`src/rtl/deser_pkg.sv`:
```
// Shared types and constants for the bit_deserializer slice.
package deser_pkg;

  localparam int DESER_WIDTH_DEF = 8;

  typedef enum logic {
    ST_EMPTY,
    ST_FULL
  } ostate_t;

endpackage

```
`src/rtl/deser_bit_counter.sv`:
```
// Wrapping 0..FRAME-1 bit counter with enable and a last-bit flag.
module deser_bit_counter #(
  parameter int FRAME = 8,
  parameter int CW    = $clog2(FRAME)
) (
  input  logic          clk,
  input  logic          rst,
  input  logic          en,
  output logic [CW-1:0] cnt,
  output logic          last
);

  localparam logic [CW-1:0] LAST_CNT = CW'(FRAME - 1);

  assign last = (cnt == LAST_CNT);

  always_ff @(posedge clk) begin
    if (rst) begin
      cnt <= '0;
    end else if (en) begin
      cnt <= last ? '0 : cnt + 1'b1;
    end
  end

endmodule

```
`src/rtl/bit_deserializer.sv`:
```
// Serial-to-parallel unpacker: shift stage plus output holding register.
// Optional even-parity frame bit enabled by defining BIT_DESERIALIZER_PARITY_EN.
module bit_deserializer
  import deser_pkg::*;
#(
  parameter int WIDTH     = DESER_WIDTH_DEF,
  parameter int MSB_FIRST = 0
) (
  input  logic             clk,
  input  logic             rst,
  input  logic             sin,
  input  logic             sin_valid,
  output logic             sin_ready,
  output logic [WIDTH-1:0] dout,
  output logic             dout_valid,
  input  logic             dout_ready,
  output logic             dout_perr,
  output logic             busy
);

`ifdef BIT_DESERIALIZER_PARITY_EN
  localparam int FRAME = WIDTH + 1;
`else
  localparam int FRAME = WIDTH;
`endif
  localparam int CW = $clog2(FRAME);

  logic [CW-1:0]    cnt_p0;
  logic             last_p0;
  logic             take_p0;
  logic             complete_p0;
  logic             shift_en_p0;
  logic [WIDTH-1:0] shreg_p0;
  logic [WIDTH-1:0] shifted_p0;
  logic [WIDTH-1:0] word_p0;
  ostate_t          state_p1;

  deser_bit_counter #(
    .FRAME (FRAME),
    .CW    (CW)
  ) u_cnt (
    .clk  (clk),
    .rst  (rst),
    .en   (take_p0),
    .cnt  (cnt_p0),
    .last (last_p0)
  );

  // The final frame bit is refused only while a stalled word still occupies the output.
  assign sin_ready   = !rst && !(last_p0 && dout_valid && !dout_ready);
  assign take_p0     = sin_valid && sin_ready;
  assign complete_p0 = take_p0 && last_p0;
  assign busy        = (cnt_p0 != '0);
  assign dout_valid  = (state_p1 == ST_FULL);

  always_comb begin
    shifted_p0 = shreg_p0;
    if (MSB_FIRST != 0) begin
      shifted_p0 = {shreg_p0[WIDTH-2:0], sin};
    end else begin
      shifted_p0 = {sin, shreg_p0[WIDTH-1:1]};
    end
  end

`ifdef BIT_DESERIALIZER_PARITY_EN
  // Parity bit closes the frame and never enters the data shift register.
  assign shift_en_p0 = take_p0 && !last_p0;
  assign word_p0     = shreg_p0;
`else
  assign shift_en_p0 = take_p0;
  assign word_p0     = shifted_p0;
`endif

  // Stage p0: shift register
  always_ff @(posedge clk) begin
    if (rst) begin
      shreg_p0 <= '0;
    end else if (shift_en_p0) begin
      shreg_p0 <= shifted_p0;
    end
  end

  // Stage p1: output holding register
  always_ff @(posedge clk) begin
    if (rst) begin
      state_p1 <= ST_EMPTY;
      dout     <= '0;
    end else if (complete_p0) begin
      state_p1 <= ST_FULL;
      dout     <= word_p0;
    end else if (dout_valid && dout_ready) begin
      state_p1 <= ST_EMPTY;
    end
  end

`ifdef BIT_DESERIALIZER_PARITY_EN
  logic perr_p1;

  always_ff @(posedge clk) begin
    if (rst) begin
      perr_p1 <= 1'b0;
    end else if (complete_p0) begin
      perr_p1 <= (^shreg_p0) ^ sin;
    end
  end

  assign dout_perr = perr_p1;
`else
  assign dout_perr = 1'b0;
`endif

endmodule

```
`config.mk`:
```
export PLATFORM = sky130hd
export DESIGN_NAME = bit_deserializer
export DESIGN_NICKNAME = d
export VERILOG_FILES = /design/src/rtl/deser_pkg.sv /design/src/rtl/deser_bit_counter.sv /design/src/rtl/bit_deserializer.sv
export SDC_FILE = /design/constraint.sdc
export NUM_CORES = 1
export LEC_CHECK = 0
export BUFFER_PORTS_ARGS = -buffer_cell sky130_fd_sc_hd__buf_2
export CAP_MARGIN = 10
export CORE_UTILIZATION = 44
export CTS_CLUSTER_DIAMETER = 50
export CTS_CLUSTER_SIZE = 28
export DETAILED_ROUTE_END_ITERATION = 7
export GPL_TIMING_DRIVEN = 0
export PLACE_DENSITY_LB_ADDON = 0.1
export REMOVE_ABC_BUFFERS = 1
export SLEW_MARGIN = 20
export SYNTH_ARGS = -nofsm -noshare
export SYNTH_HDL_FRONTEND = slang
export SYNTH_SLANG_ARGS = --single-unit
```
`constraint.sdc`:
```
create_clock -name clk -period 1.7 [get_ports clk]
set_input_delay 0.085 -clock clk [delete_from_list [all_inputs] [get_ports clk]]
set_output_delay 0.085 -clock clk [all_outputs]
set_load 0.03 [all_outputs]
```
After elaboration in Yosys (flattened, before gate mapping)
Cells that the tools add are included.
- logic and storage cells: 20
- bits in read-only memories: 0
- RAM bits: 0
- register bits after elaboration: 20
- input bits: 5
- bits in latches: 0
- memories: 0
- output and inout port bits: 12
- multipliers: 0
- equal/unequal tests: 1
- shift-type cells: 0
- $add $sub $neg: 1
- bitwise operators: 0
- order comparisons: 0
- multiplexer cells: 3
- divide/modulo/power cells: 0
- reduce and logical (&&, ||, !) cells: 11
- operator list (operator ; number):
    $logic_and 1x1->1 ; 6
    $add 3x1->3 const B ; 1
    $eq 3x3->1 const B ; 1
    $logic_not 1->1 ; 3
    $mux 3 ; 1
    $reduce_bool 3->1 ; 1
    $mux 1 ; 2
    $reduce_bool 2->1 ; 1

Longest topological paths before layout
- depth in word-level cells: 8
- mapped depth: 7
- depth with buffers taken out: 5

By module
Synthesis repeated with hierarchy kept, for this count alone.
- cells, all modules: 85
- area total of the unflattened synthesis: 895.9 um2
- by module, submodules not included (module ; cells each ; area an instance (um2) ; times used ; seq. area each (um2)):
    bit_deserializer ; 73 ; 759.5 ; 1 ; 320.3
    deser_bit_counter ; 12 ; 136.4 ; 1 ; 60.1

Worst setup path after synthesis
Ideal clock, no wire load.
- kind: reg-to-reg
- start: reg u_cnt.cnt[0]
- end: reg shreg_p0[1]
- cell stages (with the launch flop): 6
- arrival time: 1.395 ns
- setup time: 0.121 ns
- setup slack: 0.184 ns
- data required time: 1.579 ns
- period minus slack after synthesis: 1.516 ns
- buffers on the path: 1
- cell sequence: dfxtp_1 > ha_1 > ha_1 > a211o_1 > buf_6 > mux2_4
- word-level cells in the longest chain between the ends: 6
- ends and longest elaborated chain (element ; RTL line ; RTL):
    start: declaration ; deser_bit_counter.sv:9 ; output logic [CW-1:0] cnt,
    start signal: assignment ; deser_bit_counter.sv:21 ; cnt <= last ? '0 : cnt + 1'b1;
    $eq 3x3->1 ; deser_bit_counter.sv:15 ; assign last = (cnt == LAST_CNT);
    $logic_and 1x1->1 (2 in series) ; bit_deserializer.sv:50 ; assign sin_ready = !rst && !(last_p0 && dout_valid && !dout_ready);
    $logic_not 1->1 ; bit_deserializer.sv:50 ;
    $logic_and 1x1->1 ; bit_deserializer.sv:50 ;
    $logic_and 1x1->1 ; bit_deserializer.sv:51 ; assign take_p0 = sin_valid && sin_ready;
    end signal: assignment ; bit_deserializer.sv:79 ; shreg_p0 <= shifted_p0;
    end: declaration ; bit_deserializer.sv:33 ; logic [WIDTH-1:0] shreg_p0;
Every way passes these cells.
A chain may end at the register's enable or synchronous reset.

Worst setup path in the final report
- start: reg u_cnt.cnt[0]
- end: reg u_cnt.cnt[1]
- word-level cells in the longest chain between the ends: 6
- elaborated cells on any way between the ends: 8
- those cells by class: 1 x add/sub; 1 x eq/ne; 1 x mux; 5 x reduce/logical
- ends and longest elaborated chain (element):
    parallel branches: the longest is 6 deep, another holds $add 3x1->3
Parallel ways; which one is timed is not known.

==> results.sh <==
export IMPL_hold_viol_final=0
export IMPL_stdcell_area_sq_mm=0.001002
export IMPL_die_y_um=47.69
export IMPL_gp_congestion=0.6557
export IMPL_postRouteAntennaNets=0
export IMPL_cts_hold_buf=0
export IMPL_syn_area_per_cell_sq_um=10.56
export IMPL_fin_tns_setup_ns=0
export IMPL_setup_worst_path_start_class="flip-flop"
export IMPL_cts_buffers_inserted=3
export IMPL_start_util_pct=46.81
export IMPL_viasPerCell=4.768
export IMPL_worst_slack_ns=0.06212
export IMPL_fin_util_pct=51.08
export IMPL_fin_skew_ns=0.006083
export IMPL_finalPower_mw=0.7787
export IMPL_cp_max_fo=10
export IMPL_synth_seq_cells=19
export IMPL_dieArea_sq_mm=0.002274
export IMPL_r2r_cells=4
export IMPL_rsz0062_at_grt="no"
export IMPL_fin_crit_sh_pct=96.35
export IMPL_clockBufferDepth=2
export IMPL_drtIter0Drc=2
export IMPL_grt_pass1_wl_um=2028
export IMPL_maxSlewViolCount=0
export IMPL_wirelength_um=1370
export IMPL_post_cts_buffers=0
export IMPL_synth_seq_area_share_pct=41.42
export IMPL_yosys_warnings=0
export IMPL_boundaryPins=17
export IMPL_hold_class="in -> reg"
export IMPL_coreArea_sq_mm=0.001962
export IMPL_cts_root_buf="clkbuf_4"
export IMPL_vias=596
export IMPL_dp_hpwl_um=930.8
export IMPL_regToRegSetupSlack_ns=0.06
export IMPL_portBuffers=15
export IMPL_path_class="reg -> reg"
export IMPL_hp_start="sin"
export IMPL_netlist_area_sq_um=918.4
export IMPL_drive_gt1_share_pct=41.84
export IMPL_grt_pass1_vias=461
export IMPL_antenna_found_initial=0
export IMPL_reg2reg_to="u_cnt.cnt[1]$_SDFFE_PP0P_"
export IMPL_status="finished, final reports clean"
export IMPL_grt_max_degree=23
export IMPL_post_cts_resized=2
export IMPL_fmax_mhz=610.5
export IMPL_syn_inst=87
export IMPL_clkSinkCount=19
export IMPL_worstPathRequired_ns=1.89
export IMPL_p_per_area_mw_per_mm2=776.9
export IMPL_maxCapViolCount=0
export IMPL_grtUsageTotal_pct=12.85
export IMPL_wl_per_cell_um=10.96
export IMPL_nets=107
export IMPL_min_to="shreg_p0[7]$_SDFFE_PP0P_"
export IMPL_cts_tree="yes"
export IMPL_antennaDiodeCount=0
export IMPL_route_detailed_drc=0
export IMPL_clk_pin_slew_worst_paths_ns=0.11
export IMPL_die_width_um=47.69
export IMPL_p_leak_nw=0.4777
export IMPL_ir_drop_v=0.0004510
export IMPL_finalSetupViolCount=0
export IMPL_dpl_cell_area_sq_um=972.2
export IMPL_stdcell_count=125
export IMPL_dp_slack_ns=-0.03347
export IMPL_cp_end_kind="flip-flop"
export IMPL_min_period_ns=1.638
export IMPL_clk_latency_ns=0.29
export IMPL_dp_cells=121
export IMPL_ys_types=19
export IMPL_htreeDepth=1
export IMPL_holdWs_ns=0.03173
export IMPL_syn_to_final_growth_pct=9.128
export IMPL_firstDrtPassIters=4
export IMPL_fp_row_count=16
export IMPL_critPathArrivalTime_ns=1.82
export IMPL_rr_startpoint="u_cnt.cnt[0]$_SDFFE_PP0P_"
export IMPL_hold_depth=2
export IMPL_grt_overflow=0
-- report_power, final --
group	internal, mW	total, mW	leakage, nW	switching (mW)
registers	0.457	0.465	0.154	0.00810
logic	0.0421	0.0899	0.306	0.0478
clock network	0.0874	0.223	0.0177	0.136
-- state kept, by name, summed over array words and instances (netlist names) --
name / count
shreg_p0: 7
dout: 8
u_cnt.cnt: 3
dout_valid: 1
-- per-layer routing --
metal	GRT usage (%)	part of all wire, %	vias up
met5	0	0	-
met3	2.264	3.2	2
met1	18.08	51	271
met4	6.667	0.66	0
met2	18.65	45	9
li1	-	-	314
-- worst max-delay path, stage by stage (launching register included) --
cell and delay [ns]:
dfxtp_1 0.34, ha_1 0.20, ha_1 0.22, a211o_2 0.45, mux2_4 0.33
-- how the worst max path moves through the flow --
stage	start	to	slack, ns	depth (start not counted)
detailed placement	u_cnt.cnt[0]$_SDFFE_PP0P_	dout[0]$_SDFFE_PP0P_	-0.03	5
finish	u_cnt.cnt[0]$_SDFFE_PP0P_	u_cnt.cnt[1]$_SDFFE_PP0P_	0.06	4
CTS	u_cnt.cnt[0]$_SDFFE_PP0P_	shreg_p0[4]$_SDFFE_PP0P_	0.05	4
global placement	u_cnt.cnt[0]$_SDFFE_PP0P_	dout[6]$_SDFFE_PP0P_	-0.04	5
floorplan	u_cnt.cnt[0]$_SDFFE_PP0P_	shreg_p0[1]$_SDFFE_PP0P_	0.09	4
global route	u_cnt.cnt[0]$_SDFFE_PP0P_	u_cnt.cnt[1]$_SDFFE_PP0P_	0.003	4
-- cell type report --
cell class              count  area, sq um
repair buffers             15        75.07
multi-input cells          57        474.2
inverters                   3        11.26
well taps                  27        33.78
flip-flops and latches     19        380.4
clock inverters             1        5.005
clock buffers               3        22.52
fillers                   214        959.7
-- placed cells by master, fill, tap and decap left out --
cell type and instances:
a211o_2 1, a21oi_1 9, a31o_2 8, and3b_2 1, buf_2 15, clkbuf_4 3
clkinv_2 1, conb_1 1, dfxtp_1 19, ha_1 3, inv_1 3, mux2_4 10
nand2b_1 9, nor2_1 5, nor2b_1 8, nor2b_4 1, or2b_2 1
-- cells in the mapped netlist --
| master | number | share of area [%] |
|---|---|---|
| a211o_1 | 1 | 0.95 |
| a21oi_1 | 9 | 4.9 |
| a31o_2 | 8 | 7.6 |
| and3b_1 | 1 | 0.95 |
| buf_2 | 1 | 0.54 |
| buf_4 | 2 | 1.6 |
| buf_6 | 2 | 2.5 |
| clkbuf_1 | 2 | 0.82 |
| clkbuf_2 | 1 | 0.54 |
| conb_1 | 1 | 0.41 |
| dfxtp_1 | 19 | 41 |
| ha_1 | 3 | 4.1 |
| inv_1 | 3 | 1.2 |
| mux2_4 | 10 | 16 |
| nand2b_1 | 9 | 6.1 |
| nor2_1 | 5 | 2.0 |
| nor2b_1 | 8 | 5.4 |
| nor2b_4 | 1 | 1.5 |
| or2b_2 | 1 | 0.95 |
-- cell families after synthesis --
group | count (synthesis) | synth area share (%)
AOI/OAI and AO/OA | 18 | 13.49
adders and majority gates | 3 | 4.088
buffers and inverters | 11 | 7.219
DFF | 19 | 41.42
muxes | 10 | 16.35
other | 1 | 0.4083
and+or+nand+nor | 25 | 17.03
No activity file was read; power rests on OpenSTA's default activity.
